[config.mk]
export PLATFORM = sky130hd
export DESIGN_NAME = instruction_encoder
export DESIGN_NICKNAME = d
export VERILOG_FILES = /design/src/rtl/instr_pkg.sv /design/src/rtl/sync_fifo.sv /design/src/rtl/instruction_encoder.sv
export SDC_FILE = /design/constraint.sdc
export NUM_CORES = 1
export LEC_CHECK = 0
export CAP_MARGIN = 20
export CORE_ASPECT_RATIO = 0.8
export CORE_MARGIN = 8
export CORE_UTILIZATION = 53
export CTS_BUF_LIST = sky130_fd_sc_hd__clkbuf_4 sky130_fd_sc_hd__clkbuf_8
export DETAILED_ROUTE_END_ITERATION = 6
export PLACE_DENSITY = 0.82
export SKIP_CTS_REPAIR_TIMING = 1
export SLEW_MARGIN = 20
export SYNTH_ARGS = -nofsm -noshare
export SYNTH_HDL_FRONTEND = slang
export SYNTH_SLANG_ARGS = --single-unit
[constraint.sdc]
create_clock -name clk -period 2.35 [get_ports clk]
set_input_delay 0.235 -clock clk [delete_from_list [all_inputs] [get_ports clk]]
set_output_delay 0.235 -clock clk [all_outputs]
set_load 0.01 [all_outputs]
[src/rtl/instr_pkg.sv]
// Shared opcode definitions for the instruction encoder/decoder pair.
// Holds the fixed one-hot-request to 4-bit opcode map and its helpers.
package instr_pkg;

    localparam int OP_W   = 4;
    localparam int CTRL_W = 11;

    localparam logic [OP_W-1:0] OP_S0  = 4'b0000;
    localparam logic [OP_W-1:0] OP_S1  = 4'b0001;
    localparam logic [OP_W-1:0] OP_S2  = 4'b0010;
    localparam logic [OP_W-1:0] OP_S3  = 4'b0011;
    localparam logic [OP_W-1:0] OP_S4  = 4'b0100;
    localparam logic [OP_W-1:0] OP_S5  = 4'b0110;
    localparam logic [OP_W-1:0] OP_S6  = 4'b0111;
    localparam logic [OP_W-1:0] OP_S7  = 4'b1000;
    localparam logic [OP_W-1:0] OP_S8  = 4'b1100;
    localparam logic [OP_W-1:0] OP_S9  = 4'b1001;
    localparam logic [OP_W-1:0] OP_S10 = 4'b1111;

    // Highest set request bit wins; an all-zero request maps to OP_S0.
    function automatic logic [OP_W-1:0] encode(input logic [CTRL_W-1:0] r);
        logic [OP_W-1:0] op;
        op = OP_S0;
        if      (r[10]) op = OP_S10;
        else if (r[9])  op = OP_S9;
        else if (r[8])  op = OP_S8;
        else if (r[7])  op = OP_S7;
        else if (r[6])  op = OP_S6;
        else if (r[5])  op = OP_S5;
        else if (r[4])  op = OP_S4;
        else if (r[3])  op = OP_S3;
        else if (r[2])  op = OP_S2;
        else if (r[1])  op = OP_S1;
        return op;
    endfunction

    function automatic logic is_onehot(input logic [CTRL_W-1:0] r);
        return ($countones(r) == 1);
    endfunction

endpackage

[src/rtl/sync_fifo.sv]
// Small synchronous FIFO with registered storage, explicit occupancy count
// and valid/ready-style qualification of writes (when full) and reads (when empty).
module sync_fifo #(
    parameter  int WIDTH = 4,
    parameter  int DEPTH = 4,
    localparam int PTR_W = $clog2(DEPTH)
) (
    input  logic             clk,
    input  logic             rst,
    input  logic             wr_en,
    input  logic [WIDTH-1:0] wr_data,
    input  logic             rd_en,
    output logic [WIDTH-1:0] rd_data,
    output logic             full,
    output logic             empty,
    output logic [PTR_W:0]   count
);

    logic [WIDTH-1:0] mem_reg [DEPTH];
    logic [PTR_W-1:0] wr_ptr_reg;
    logic [PTR_W-1:0] rd_ptr_reg;
    logic [PTR_W:0]   count_reg;
    logic             do_wr;
    logic             do_rd;

    assign full  = (count_reg == (PTR_W+1)'(DEPTH));
    assign empty = (count_reg == '0);
    assign do_wr = wr_en && !full;
    assign do_rd = rd_en && !empty;

    // Entries are cleared on reset so the head output is never X.
    generate
        for (genvar gi = 0; gi < DEPTH; gi++) begin : g_entry
            always_ff @(posedge clk or posedge rst) begin
                if (rst) begin
                    mem_reg[gi] <= '0;
                end else if (do_wr && (wr_ptr_reg == PTR_W'(gi))) begin
                    mem_reg[gi] <= wr_data;
                end
            end
        end
    endgenerate

    always_ff @(posedge clk or posedge rst) begin
        if (rst) begin
            wr_ptr_reg <= '0;
            rd_ptr_reg <= '0;
            count_reg  <= '0;
        end else begin
            if (do_wr) wr_ptr_reg <= wr_ptr_reg + PTR_W'(1);
            if (do_rd) rd_ptr_reg <= rd_ptr_reg + PTR_W'(1);
            case ({do_wr, do_rd})
                2'b10:   count_reg <= count_reg + (PTR_W+1)'(1);
                2'b01:   count_reg <= count_reg - (PTR_W+1)'(1);
                default: count_reg <= count_reg;
            endcase
        end
    end

    assign rd_data = mem_reg[rd_ptr_reg];
    assign count   = count_reg;

endmodule

[src/rtl/instruction_encoder.sv]
// Encodes an 11-bit one-hot control request into a 4-bit opcode and buffers it in a FIFO.
// Optional macro ILLEGAL_CHECK_EN: drop non-one-hot requests and raise a sticky illegal flag.
module instruction_encoder
    import instr_pkg::*;
#(
    parameter  int DEPTH = 4,
    localparam int PTR_W = $clog2(DEPTH)
) (
    input  logic              clk,
    input  logic              rst,
    input  logic [CTRL_W-1:0] req,
    input  logic              req_valid,
    output logic              req_ready,
    output logic [OP_W-1:0]   op,
    output logic              op_valid,
    input  logic              op_ready,
    output logic [PTR_W:0]    count,
    output logic              illegal
);

    logic [OP_W-1:0] enc;
    logic            handshake;
    logic            push;
    logic            full;
    logic            empty;

    assign enc       = encode(req);
    assign handshake = req_valid && req_ready;

`ifdef ILLEGAL_CHECK_EN
    logic illegal_reg;

    // Bad requests are still consumed so the producer never stalls on them.
    assign push = handshake && is_onehot(req);

    always_ff @(posedge clk or posedge rst) begin
        if (rst) begin
            illegal_reg <= 1'b0;
        end else if (handshake && !is_onehot(req)) begin
            illegal_reg <= 1'b1;
        end
    end

    assign illegal = illegal_reg;
`else
    assign push    = handshake;
    assign illegal = 1'b0;
`endif

    sync_fifo #(
        .WIDTH (OP_W),
        .DEPTH (DEPTH)
    ) u_fifo (
        .clk     (clk),
        .rst     (rst),
        .wr_en   (push),
        .wr_data (enc),
        .rd_en   (op_ready),
        .rd_data (op),
        .full    (full),
        .empty   (empty),
        .count   (count)
    );

    assign req_ready = !full;
    assign op_valid  = !empty;

endmodule

==> impl_metrics.tcl <==
set metrics [dict create \
    run_status "finished, final reports clean" \
    number_of_synthesis_warnings 0 \
    drt_iter0_drc 37 \
    post_route_cells_drive_above_1_share_pct 22.1 \
    timing_max_transition_violations_final 0 \
    arrival_ns 2.43 \
    static_power_due_to_leakage_nw 0.654 \
    die_area_mm2 0.00422 \
    cts-buffers-inserted 3 \
    shortest_clock_period_the_worst_path_allows_after_layout_ns 2.18 \
    power_frac_comb_pct 50.6 \
    post_route_antenna_net_violation_count 0 \
    chipHeight_um 59.7 \
    setup_violations 0 \
    num_vias 853 \
    routed_wire_length_per_instance_um 17.4 \
    syn-num-nets 117 \
    diodes_inserted 0 \
    timing.max_cap.violations 0 \
    cp_slowest_cell "dfrtp_1" \
    finalSetupTns_ns 0 \
    maximum_clock_insertion_buffer_count 2 \
    place_congestion 0.806 \
    detail_route.wirelength_um 2590 \
    globalRouteOverflowTotal 0 \
    max_clock_freq_mhz 458 \
    fillers 177 \
    syn-cell-area_mm2 0.00127 \
    floorplan.core_area_mm2 0.00236 \
    area_delta_synth_final_pct 22.2 \
    postSynthCellCount 96 \
    grt_antenna_before_repair 0 \
    detail_route.vias_per_cell 5.72 \
    insertion_delay_ns 0.31 \
    finalCoreUtilization_pct 65.6 \
    path_clk_slew_ns 0.13 \
    p_switching_uw 661 \
    grt_max_degree 24 \
    ios 25 \
    startpoint_type "flop" \
    pwr_density_cell_mw_per_mm2 1250 \
    switching_share_pct 34.2 \
    ys_dominant_reg_cell "dfrtp_1" \
    total_power_mw 1.93 \
    dieWidth_um 70.7 \
    power.internal_mw 1.27 \
    drt_pre_antenna_iters 4 \
    type_of_the_most_critical_hold_path "in -> async" \
    p_clk_share_pct 9.6 \
    largest_stage_delay_worst_path_ns 0.46 \
    hold_ws_ns 0.238 \
    peakVddDrop_mv 0.673 \
    sequential_area_share_after_synthesis_pct 45.4 \
    critical_path_class "reg -> reg" \
    dp_hpwl_um 2020 \
    yosys_register_bits 23 \
    buffer_ports.inserted 22 \
    worst_pin_slew_ns 0.591 \
    crit_fanout 6 \
    post_synth_num_cell_types 29 \
    required_ns 2.60 \
    critPathCaptureType "flop" \
    cts_htree_levels 1 \
    timing.critical_path.cells "or3b_1 > nand2_1 > ha_1 > inv_1 > fa_1 > xor2_1 > nor2_1 > xor2_1" \
    postSynth.asyncResetShare_pct 100 \
    layout.cell_area.non_filler_mm2 0.00155 \
    synth_enable_flop_cells 0 \
    power.sequential.fraction_pct 39.9 \
    grt_setup_unrepaired "false" \
    hold_viol 0 \
    critical-path-top-cell-by-count "xor2_1" \
    fin_crit_sh_pct 92.8 \
    num-nets-final 144 \
    clock_sink_count 23 \
    postPlaceCellArea_mm2 0.00152 \
    gr-usage-all-layers_pct 13.7 \
    tritoncts "built" \
    number_of_global_route_vias_before_repair 895 \
    crit_buf_inv 1 \
    largest_reg_flops 16 \
    root_buffer "clkbuf_4" \
    critPathTopFamily "simple AND/OR/NAND/NOR gates" \
    grt_first_pass_wirelength_um 4380 \
    floorplan.initialDensity_pct 53.7 \
    clock-skew-final_ns 0.00140 \
    number_of_drc_violations_after_detailed_routing 0 \
    relSlewSlack_pct 60.3 \
    rows 16 \
    avgSynthCellArea_um2 13.2 \
]
-- logic make-up after synthesis --
kind of cell	count (synthesis)	share of synthesized area (%)
DFF	23	45.4
muxes	18	23.0
and+or+nand+nor	18	9.28
AOI/OAI and AO/OA	14	7.50
buffers and inverters	10	3.85
adders and majority gates	6	6.52
xor gates and xnor gates	6	4.15
other	1	0.296
-- layer usage --
metal  wire length, um  GRT usage, %
met4                21          4.42
met3               120          4.69
met1              1150          16.6
met5                 0             0
met2              1300          22.3
-- stage by stage --
step | setup slack [ns] | cells
6_report | 0.169 | 149
5_1_grt | 0.0230 | 149
4_1_cts | 0.142 | 149
3_5_place_dp | 0.197 | 145
3_3_place_gp | 0.264 | 145
2_1_floorplan | 0.198 | 96
-- final cells by class --
cell class / count / area [um^2] / area share [%]
sequential: 23 / 576 / 37.2
timing repair buffer: 25 / 243 / 15.7
tap: 27 / 33.8 / 2.18
clock buffer: 3 / 22.5 / 1.45
multi-input combinational: 63 / 643 / 41.5
inverter: 7 / 26.3 / 1.70
clock inverter: 1 / 5.00 / 0.323
-- final timing paths --
path / cells past startpoint / slack [ns] / to / startpoint
setup / recovery: 8 / 0.17 / u_fifo.count[2]$_DFFE_PP0P_ / u_fifo.count[0]$_DFFE_PP0P_
hold / removal: 3 / 0.24 / u_fifo.mem_reg[13]$_DFFE_PP0P_ / rst
setup reg to reg: 8 / 0.17 / u_fifo.count[2]$_DFFE_PP0P_ / u_fifo.count[0]$_DFFE_PP0P_
hold reg to reg: 1 / 0.53 / u_fifo.mem_reg[3]$_DFFE_PP0P_ / u_fifo.mem_reg[3]$_DFFE_PP0P_
max in group asynchronous: 3 / 1.89 / u_fifo.mem_reg[9]$_DFFE_PP0P_ / rst
min in group clk: 1 / 0.53 / u_fifo.mem_reg[3]$_DFFE_PP0P_ / u_fifo.mem_reg[3]$_DFFE_PP0P_
-- placed cells by master, fill, tap and decap left out --
master | Yosys | final
dfrtp_1 | 23 | 23
clkdlybuf4s50_1 | 0 | 22
mux2_4 | 12 | 12
a31oi_1 | 8 | 8
inv_1 | 7 | 7
ha_1 | 5 | 5
and3_4 | 4 | 4
mux4_2 | 4 | 4
nor2_1 | 3 | 3
nand2_1 | 3 | 3
xnor2_1 | 3 | 3
xor2_1 | 3 | 3
clkbuf_4 | 0 | 3
buf_4 | 1 | 3
nor2b_1 | 2 | 2
nor4_1 | 2 | 2
nor3_1 | 2 | 2
or3b_1 | 1 | 1
mux2_1 | 1 | 1
o31a_1 | 1 | 1
mux2i_1 | 1 | 1
o21ai_0 | 1 | 1
a21boi_0 | 1 | 1
o21bai_1 | 1 | 1
a2bb2oi_1 | 1 | 1
o31ai_1 | 1 | 1
or3_1 | 1 | 1
fa_1 | 1 | 1
conb_1 | 1 | 1
clkinv_2 | 0 | 1
-- Yosys cell counts, types with 2 or more instances --
library cell | count | area (um^2)
nor3_1 | 2 | 10.0
mux4_2 | 4 | 90.1
ha_1 | 5 | 62.6
xor2_1 | 3 | 26.3
nor2_1 | 3 | 11.3
nor4_1 | 2 | 12.5
and3_4 | 4 | 45.0
a31oi_1 | 8 | 50.1
mux2_4 | 12 | 180
inv_1 | 7 | 26.3
nor2b_1 | 2 | 12.5
xnor2_1 | 3 | 26.3
nand2_1 | 3 | 11.3
dfrtp_1 | 23 | 576
-- tightest hold or removal path, stage by stage --
cell and delay (ns):
clkdlybuf4s50_1 0.39, inv_1 0.05, buf_4 0.28
-- power groups by stage --
| stage | Combinational [mW] | Clock (mW) | Sequential, mW |
|---|---|---|---|
| 3_5_place_dp | 0.992 | 0 | 0.775 |
| 3_3_place_gp | 0.943 | 0 | 0.762 |
| 5_1_grt | 1.07 | 0.203 | 0.810 |
| 6_report | 0.977 | 0.185 | 0.771 |
| 2_1_floorplan | 0.683 | 0 | 0.717 |
| 4_1_cts | 0.991 | 0.189 | 0.772 |
Power figures use the tool's default switching activity.
